--- config.mk ---
export PLATFORM = sky130hd
export DESIGN_NAME = alu_share_arbiter
export DESIGN_NICKNAME = d
export VERILOG_FILES = /design/src/rtl/alu_share_arbiter.sv
export SDC_FILE = /design/constraint.sdc
export NUM_CORES = 1
export LEC_CHECK = 0
export CORE_AREA = 4 4 107 109
export CTS_BUF_LIST = sky130_fd_sc_hd__clkbuf_4 sky130_fd_sc_hd__clkbuf_8 sky130_fd_sc_hd__clkbuf_16
export DETAILED_ROUTE_END_ITERATION = 8
export DIE_AREA = 0 0 111 113
export GPL_ROUTABILITY_DRIVEN = 0
export PLACE_DENSITY = 0.71
export SYNTH_ARGS = -nofsm -noshare
export SYNTH_HDL_FRONTEND = slang
export SYNTH_SLANG_ARGS = --single-unit
--- constraint.sdc ---
create_clock -name clk -period 1.46 [get_ports clk]
set_clock_uncertainty 0.05 [all_clocks]
set_input_delay 0.292 -clock clk [delete_from_list [all_inputs] [get_ports clk]]
set_output_delay 0.292 -clock clk [all_outputs]
set_load 0.05 [all_outputs]
--- src/rtl/alu_share_arbiter.sv ---
// alu_share_arbiter: round-robin sharing of one combinational ALU between two
// requesters, with a single-entry response register tagged by requester ID.
// Optional statistics counters are enabled by defining ALU_SHARE_ARBITER_STATS_EN.
module alu_share_arbiter #(
  parameter int unsigned DATA_WIDTH     = 32,
  parameter int unsigned CONTROLL_WIDTH = 4,
  parameter int unsigned CNT_WIDTH      = 16
) (
  input  logic                      clk,
  input  logic                      rst,
  // requester 0
  input  logic                      r0_valid,
  output logic                      r0_ready,
  input  logic [DATA_WIDTH-1:0]     r0_op1,
  input  logic [DATA_WIDTH-1:0]     r0_op2,
  input  logic [CONTROLL_WIDTH-1:0] r0_ctrl,
  // requester 1
  input  logic                      r1_valid,
  output logic                      r1_ready,
  input  logic [DATA_WIDTH-1:0]     r1_op1,
  input  logic [DATA_WIDTH-1:0]     r1_op2,
  input  logic [CONTROLL_WIDTH-1:0] r1_ctrl,
  // shared ALU
  output logic [DATA_WIDTH-1:0]     alu_op1,
  output logic [DATA_WIDTH-1:0]     alu_op2,
  output logic [CONTROLL_WIDTH-1:0] alu_ctrl,
  input  logic [DATA_WIDTH-1:0]     alu_result,
  input  logic                      alu_zero,
  // response
  output logic                      rsp_valid,
  input  logic                      rsp_ready,
  output logic                      rsp_id,
  output logic [DATA_WIDTH-1:0]     rsp_result,
  output logic                      rsp_zero
`ifdef ALU_SHARE_ARBITER_STATS_EN
  ,
  output logic [CNT_WIDTH-1:0]      gnt_cnt0,
  output logic [CNT_WIDTH-1:0]      gnt_cnt1,
  output logic [CNT_WIDTH-1:0]      conflict_cnt
`endif
);

  // Reject degenerate widths at elaboration time.
  if (DATA_WIDTH < 1 || CONTROLL_WIDTH < 1 || CNT_WIDTH < 1) begin : g_bad_params
    $error("alu_share_arbiter: all widths must be at least 1");
  end

  typedef enum logic {
    EMPTY = 1'b0,
    FULL  = 1'b1
  } state_t;

  state_t state_q;
  state_t state_d;

  logic                  last_grant_q;
  logic                  gnt_valid;
  logic                  gnt_idx;
  logic                  conflict;
  logic                  can_accept;
  logic                  accept;
  logic                  rsp_id_q;
  logic [DATA_WIDTH-1:0] rsp_result_q;
  logic                  rsp_zero_q;

  // Round-robin grant: on conflict, favour the requester that did not win last.
  always_comb begin
    gnt_valid = 1'b0;
    gnt_idx   = 1'b0;
    conflict  = r0_valid & r1_valid;
    if (conflict) begin
      gnt_valid = 1'b1;
      gnt_idx   = ~last_grant_q;
    end else if (r0_valid) begin
      gnt_valid = 1'b1;
      gnt_idx   = 1'b0;
    end else if (r1_valid) begin
      gnt_valid = 1'b1;
      gnt_idx   = 1'b1;
    end
  end

  // Accept when the response slot is free or being drained; never during reset.
  always_comb begin
    can_accept = (state_q == EMPTY) | rsp_ready;
    accept     = gnt_valid & can_accept & ~rst;
    r0_ready   = accept & ~gnt_idx;
    r1_ready   = accept & gnt_idx;
  end

  // Steer the granted requester onto the ALU, even while the slot is stalled.
  always_comb begin
    alu_op1  = '0;
    alu_op2  = '0;
    alu_ctrl = '0;
    if (gnt_valid) begin
      if (gnt_idx) begin
        alu_op1  = r1_op1;
        alu_op2  = r1_op2;
        alu_ctrl = r1_ctrl;
      end else begin
        alu_op1  = r0_op1;
        alu_op2  = r0_op2;
        alu_ctrl = r0_ctrl;
      end
    end
  end

  // Response slot state register.
  always_ff @(posedge clk) begin
    if (rst) begin
      state_q <= EMPTY;
    end else begin
      state_q <= state_d;
    end
  end

  // Response slot next state: fill on accept, drain when consumer takes it.
  always_comb begin
    state_d = state_q;
    unique case (state_q)
      EMPTY: begin
        if (accept) begin
          state_d = FULL;
        end
      end
      FULL: begin
        if (accept) begin
          state_d = FULL;
        end else if (rsp_ready) begin
          state_d = EMPTY;
        end
      end
      default: state_d = EMPTY;
    endcase
  end

  // Response payload and arbitration pointer update only on accept.
  always_ff @(posedge clk) begin
    if (rst) begin
      rsp_id_q     <= 1'b0;
      rsp_result_q <= '0;
      rsp_zero_q   <= 1'b0;
      last_grant_q <= 1'b1;
    end else if (accept) begin
      rsp_id_q     <= gnt_idx;
      rsp_result_q <= alu_result;
      rsp_zero_q   <= alu_zero;
      last_grant_q <= gnt_idx;
    end
  end

  assign rsp_valid  = (state_q == FULL);
  assign rsp_id     = rsp_id_q;
  assign rsp_result = rsp_result_q;
  assign rsp_zero   = rsp_zero_q;

`ifdef ALU_SHARE_ARBITER_STATS_EN
  localparam logic [CNT_WIDTH-1:0] CNT_MAX = '1;

  logic [CNT_WIDTH-1:0] gnt_cnt0_q;
  logic [CNT_WIDTH-1:0] gnt_cnt1_q;
  logic [CNT_WIDTH-1:0] conflict_cnt_q;

  // Saturating accept and conflict counters.
  always_ff @(posedge clk) begin
    if (rst) begin
      gnt_cnt0_q     <= '0;
      gnt_cnt1_q     <= '0;
      conflict_cnt_q <= '0;
    end else if (accept) begin
      if (!gnt_idx && gnt_cnt0_q != CNT_MAX) begin
        gnt_cnt0_q <= gnt_cnt0_q + CNT_WIDTH'(1);
      end
      if (gnt_idx && gnt_cnt1_q != CNT_MAX) begin
        gnt_cnt1_q <= gnt_cnt1_q + CNT_WIDTH'(1);
      end
      if (conflict && conflict_cnt_q != CNT_MAX) begin
        conflict_cnt_q <= conflict_cnt_q + CNT_WIDTH'(1);
      end
    end
  end

  assign gnt_cnt0     = gnt_cnt0_q;
  assign gnt_cnt1     = gnt_cnt1_q;
  assign conflict_cnt = conflict_cnt_q;
`endif

endmodule

== Yosys cells after proc, flatten, opt, wreduce, memory -nomap -nowiden ==
Index checks and enable logic that the tools add are counted.
W data, S select, Z words.

* Register bits after elaboration: 36
* Output and inout port bits: 105

* Mux-type cells: 15
* Bitwise logic cells: 10

{| class="wikitable"
|+ Operators with widths
! kind !! number
|-
| $mux W32 || 4
|-
| $mux W1 || 8
|-
| $mux W4 || 2
|-
| $and A1 B1 Y1 || 5
|-
| $not A1 Y1 || 4
|-
| $pmux W1 S2 || 1
|-
| $or A1 B1 Y1 || 1
|}

== Longest topological paths before layout ==
* Depth after elaboration: 7
* Depth in mapped cells: 7

== Least setup slack after synthesis ==
OpenSTA, ideal clock, no wires.

* Path type: reg2out
* Start point: register state_q, in the netlist rsp_valid
* End point: output port r0_ready
* Path slack: -1.367 ns
* Stages on the path, launching flop included: 3
* Data arrival time: 2.485 ns
* Path buffers: 0
* Cell sequence: dfxtp_1 -> and2b_1 -> nor4b_1

* Cells in the longest elaborated chain, start to end: 5

{| class="wikitable"
|+ RTL lines
! element !! line !! text
|-
| start, declared || 53 || <nowiki>state_t state_q;</nowiki>
|-
| start signal, assigned || 114 || <nowiki>state_q <= state_d;</nowiki>
|-
| $not A1 Y1 || - ||
|-
| $or A1 B1 Y1 || 85 || <nowiki>can_accept = (state_q == EMPTY) | rsp_ready;</nowiki>
|-
| $and A1 B1 Y1 (2 in series) || 86 || <nowiki>accept = gnt_valid & can_accept & ~rst;</nowiki>
|-
| $and A1 B1 Y1 || 87 || <nowiki>r0_ready = accept & ~gnt_idx;</nowiki>
|-
| end, declared || 13 || <nowiki>output logic r0_ready,</nowiki>
|}

Every way passes these cells.

== Worst setup path after layout ==
* Start point: register last_grant_q
* End point: output port alu_op2[22]

* Cells in the longest elaborated chain, start to end: 4

{| class="wikitable"
|+ RTL lines
! element !! line !! text
|-
| start, declared || 56 || <nowiki>logic last_grant_q;</nowiki>
|-
| start signal, assigned || 149 || <nowiki>last_grant_q <= gnt_idx;</nowiki>
|-
| $not A1 Y1 || 73 || <nowiki>gnt_idx = ~last_grant_q;</nowiki>
|-
| $mux W1 || 71 || <nowiki>if (conflict) begin</nowiki>
|-
| $mux W32 || 97 || <nowiki>if (gnt_idx) begin</nowiki>
|-
| $mux W32 || 96 || <nowiki>if (gnt_valid) begin</nowiki>
|-
| end, declared || 25 || <nowiki>output logic [DATA_WIDTH-1:0] alu_op2,</nowiki>
|}

Every way passes these cells.

==> results.md <==
* Synthesized area per cell at 6.15 um2
* Antenna violations before repair at 0
* Highest ir drop seen on vdd at 0.925 mV
* PD cells at 686 mW/mm2
* Category of the worst setup path launch point: flip-flop
* Number of flops mapped to enable cells by yosys at 0
* Count of pins over their slew limit at 0
* Max Buffers Root-to-Sink at 2
* Critical path capture point type: primary output
* IO Pins at 279
* Maximum frequency from static timing analysis at 511 MHz
* Distinct cell type count of the synthesized netlist at 17
* Die Outline Area at 0.0125 mm2
* Violations in the final reports: negative setup slack
* X dimension of the die at 111 um
* Die span in y at 113 um
* Post-DR vias/cell at 4.88
* Status: complete, but fails checks
* Post-synth top flop: sky130_fd_sc_hd__dfxtp_1
* Yosys warnings at 0
* Required time at the endpoint of the critical path at 1.12 ns
* Number of placement rows at 38
* Total clock buffers created by CTS at 5
* Critical path buffers and inverters at 4
* Post-synthesis instance total at 394
* Leading area contributor after synthesis: sky130_fd_sc_hd__dfxtp_1
* HPWL Detailed at 11.6 mm
* Standard cell core area at 0.0106 mm2
* Period Utilization, post-route at 134%
* TritonCTS clock tree: built
* Avg WL per Cell at 18.8 um
* DRC violation count after routing at 0
* Cts-stage hold buffer count at 0
* Leakage power figure at 0.00341 uW
* Power consumption at 5770 uW
* Count of endpoints failing setup in the final report at 70
* Layout cells sized above 1 at 44.7%
* Path class of the lowest-slack min-delay path: reg2reg
* Vias in the first global route at 4246
* CTS clk-pin slew, worst paths at 0.06 ns
* Grt ovf at 0
* Top-area cell type share of the netlist area at 29.7%
* Worst setup path class: reg2out
* Number of nets with antenna violations after detailed routing at 0
* CP max-delay cell: sky130_fd_sc_hd__dfxtp_2
* Main area contributors after synthesis: sky130_fd_sc_hd__dfxtp_1, sky130_fd_sc_hd__nand2_1, sky130_fd_sc_hd__o21ai_1
* Starting DRC count in detailed routing at 156
* Final worst slack at -0.497 ns
* Pre-antenna DRT Iters at 4
* Post-layout nets at 866
* Layout-stage area growth over the synthesis result at 247%
* Seq cells post-synth at 36
* Tmin final at 1.96 ns
* Net Count, Synth at 568
* Max capacitance violation total at 0
* Initial cell density of the core at 22.9%
* Cell repeated most along the worst path: sky130_fd_sc_hd__buf_12
* Relative max-transition margin at 76.2%
* Sum Neg Setup Slack at -29.34 ns
* ANT cells at 0
* Count of endpoints failing hold in the final timing report at 0
* Top delay family on crit path: buffers and inverters
* Endpoint arrival time on the critical path at 1.62 ns
* Via count of the routed design at 4068
* Pin count of the biggest net entering global routing at 63
* Global-route usage over all layers at 23.3%
* Port Buffers at 278
* Worst skew pair latency at 0.28 ns
* Synthesized area at 0.00242 mm2
* Sequential area share after synthesis at 29.7%
* Worst Tran Pin Value at 0.357 ns
* Routed wire length at 15.7 mm
* Series of cell instances along the critical path: a21boi_4 > buf_12 > clkbuf_16 > buf_12 > nand2_1 > o21ai_4 > buf_12
* Fraction of synthesis flops using an asynchronous set or reset pin at 0%
* Max H-tree Level at 2
* Unrepaired setup endpoints after global routing: yes
* Maximum fanout along the worst path at 7
* Largest incremental delay on the critical path at 0.34 ns
* Total clock sinks at 36
* Global-route wire length before repair at 23.6 mm
* Root Driver: sky130_fd_sc_hd__clkbuf_8
## state kept, by name (all words and copies together) (netlist names)
| signal | cells |
|---|---|
| rsp_zero | 1 |
| rsp_id | 1 |
| rsp_valid | 1 |
| last_grant_q | 1 |
| rsp_result | 32 |
## synth_stat cells (2+ instances only)
library cell / count
sky130_fd_sc_hd__a21oi_1: 36
sky130_fd_sc_hd__buf_1: 3
sky130_fd_sc_hd__buf_2: 15
sky130_fd_sc_hd__buf_4: 4
sky130_fd_sc_hd__clkbuf_1: 19
sky130_fd_sc_hd__dfxtp_1: 36
sky130_fd_sc_hd__nand2_1: 136
sky130_fd_sc_hd__nand3b_1: 34
sky130_fd_sc_hd__nor2_1: 2
sky130_fd_sc_hd__o21ai_0: 16
sky130_fd_sc_hd__o21ai_1: 87
## layer usage
metal	track usage, %	vias up	routed length, um
met2	44.1	193	8530
met1	24.7	1921	5470
li1	-	1924	-
met5	0	-	0
met3	6.84	30	1210
met4	7.72	0	463
## cell type report
class / count / area [um2]
multi-input combinational: 317 / 2730
timing repair buffer: 332 / 4650
tap: 140 / 175
sequential: 36 / 726
clock inverter: 1 / 30.0
clock buffer: 7 / 96.3
fill: 612 / 2190
## metrics by stage
stage | instance area, um2 | util [%] | hold slack [ns] | setup WS, ns | instances
floorplan | 3580 | - | 0.402 | -0.228 | 394
global placement | 7670 | 72.4 | 0.447 | -0.659 | 808
detailed placement | 7670 | 72.4 | 0.458 | -0.669 | 808
CTS | 8220 | 77.5 | 0.467 | -0.466 | 830
global route | 8410 | 79.3 | 0.489 | -0.558 | 833
finish | 8410 | 79.3 | 0.464 | -0.497 | 833
## where the power goes
part | internal [uW] | leakage, uW | switching [uW]
registers | 1050 | 0.000298 | 67.8
logic | 1880 | 0.00304 | 1820
clock network | 603 | 0.0000645 | 352
total | 3530 | 0.00341 | 2240
## placed cells by master, fill, tap and decap left out, types with 3 or more instances in the layout
cell type / instances
sky130_fd_sc_hd__clkbuf_8: 7
sky130_fd_sc_hd__clkbuf_16: 3
sky130_fd_sc_hd__buf_4: 15
sky130_fd_sc_hd__nand2_1: 71
sky130_fd_sc_hd__o21ai_0: 16
sky130_fd_sc_hd__o21ai_1: 19
sky130_fd_sc_hd__nand2_2: 19
sky130_fd_sc_hd__nand3b_1: 34
sky130_fd_sc_hd__buf_16: 7
sky130_fd_sc_hd__a21oi_1: 35
sky130_fd_sc_hd__buf_6: 11
sky130_fd_sc_hd__o21ai_4: 68
sky130_fd_sc_hd__dfxtp_1: 34
sky130_fd_sc_hd__buf_12: 115
sky130_fd_sc_hd__nand2_4: 45
sky130_fd_sc_hd__buf_8: 8
sky130_fd_sc_hd__clkdlybuf4s50_1: 170
## path summary, 6_finish.rpt
kind,slack (ns),to,cells past startpoint,start
worst max-delay path,-0.50,alu_op2[22],7,last_grant_q
worst min-delay path,0.46,rsp_result[8],2,rsp_result[8]
worst max register to register,0.08,rsp_id,6,last_grant_q
worst min register to register,0.46,rsp_result[8],2,rsp_result[8]
## cells by family (layout without fill, tap and decap cells)
kind of cell / after synthesis / after routing / share of synthesized area (%)
buffers and inverters: 41 / 340 / 7.74
DFF: 36 / 36 / 29.7
and+or+nand+nor: 177 / 177 / 33.4
AOI/OAI and AO/OA: 140 / 140 / 29.2
## tightest hold or removal path, cell delays in order, from the launching register on
cell and delay (ns):
sky130_fd_sc_hd__dfxtp_1 0.33, sky130_fd_sc_hd__o21ai_1 0.07, sky130_fd_sc_hd__a21oi_1 0.06
## timing repair
item / in CTS / in global routing
endpoints found under the setup margin: 87 / 72
gates cloned: 5 / 3
pin swaps: 19 / 11
resized for setup: 64 / 32
buffers inserted: 9 / 2
Note: power is estimated with default switching activity, not from simulation.
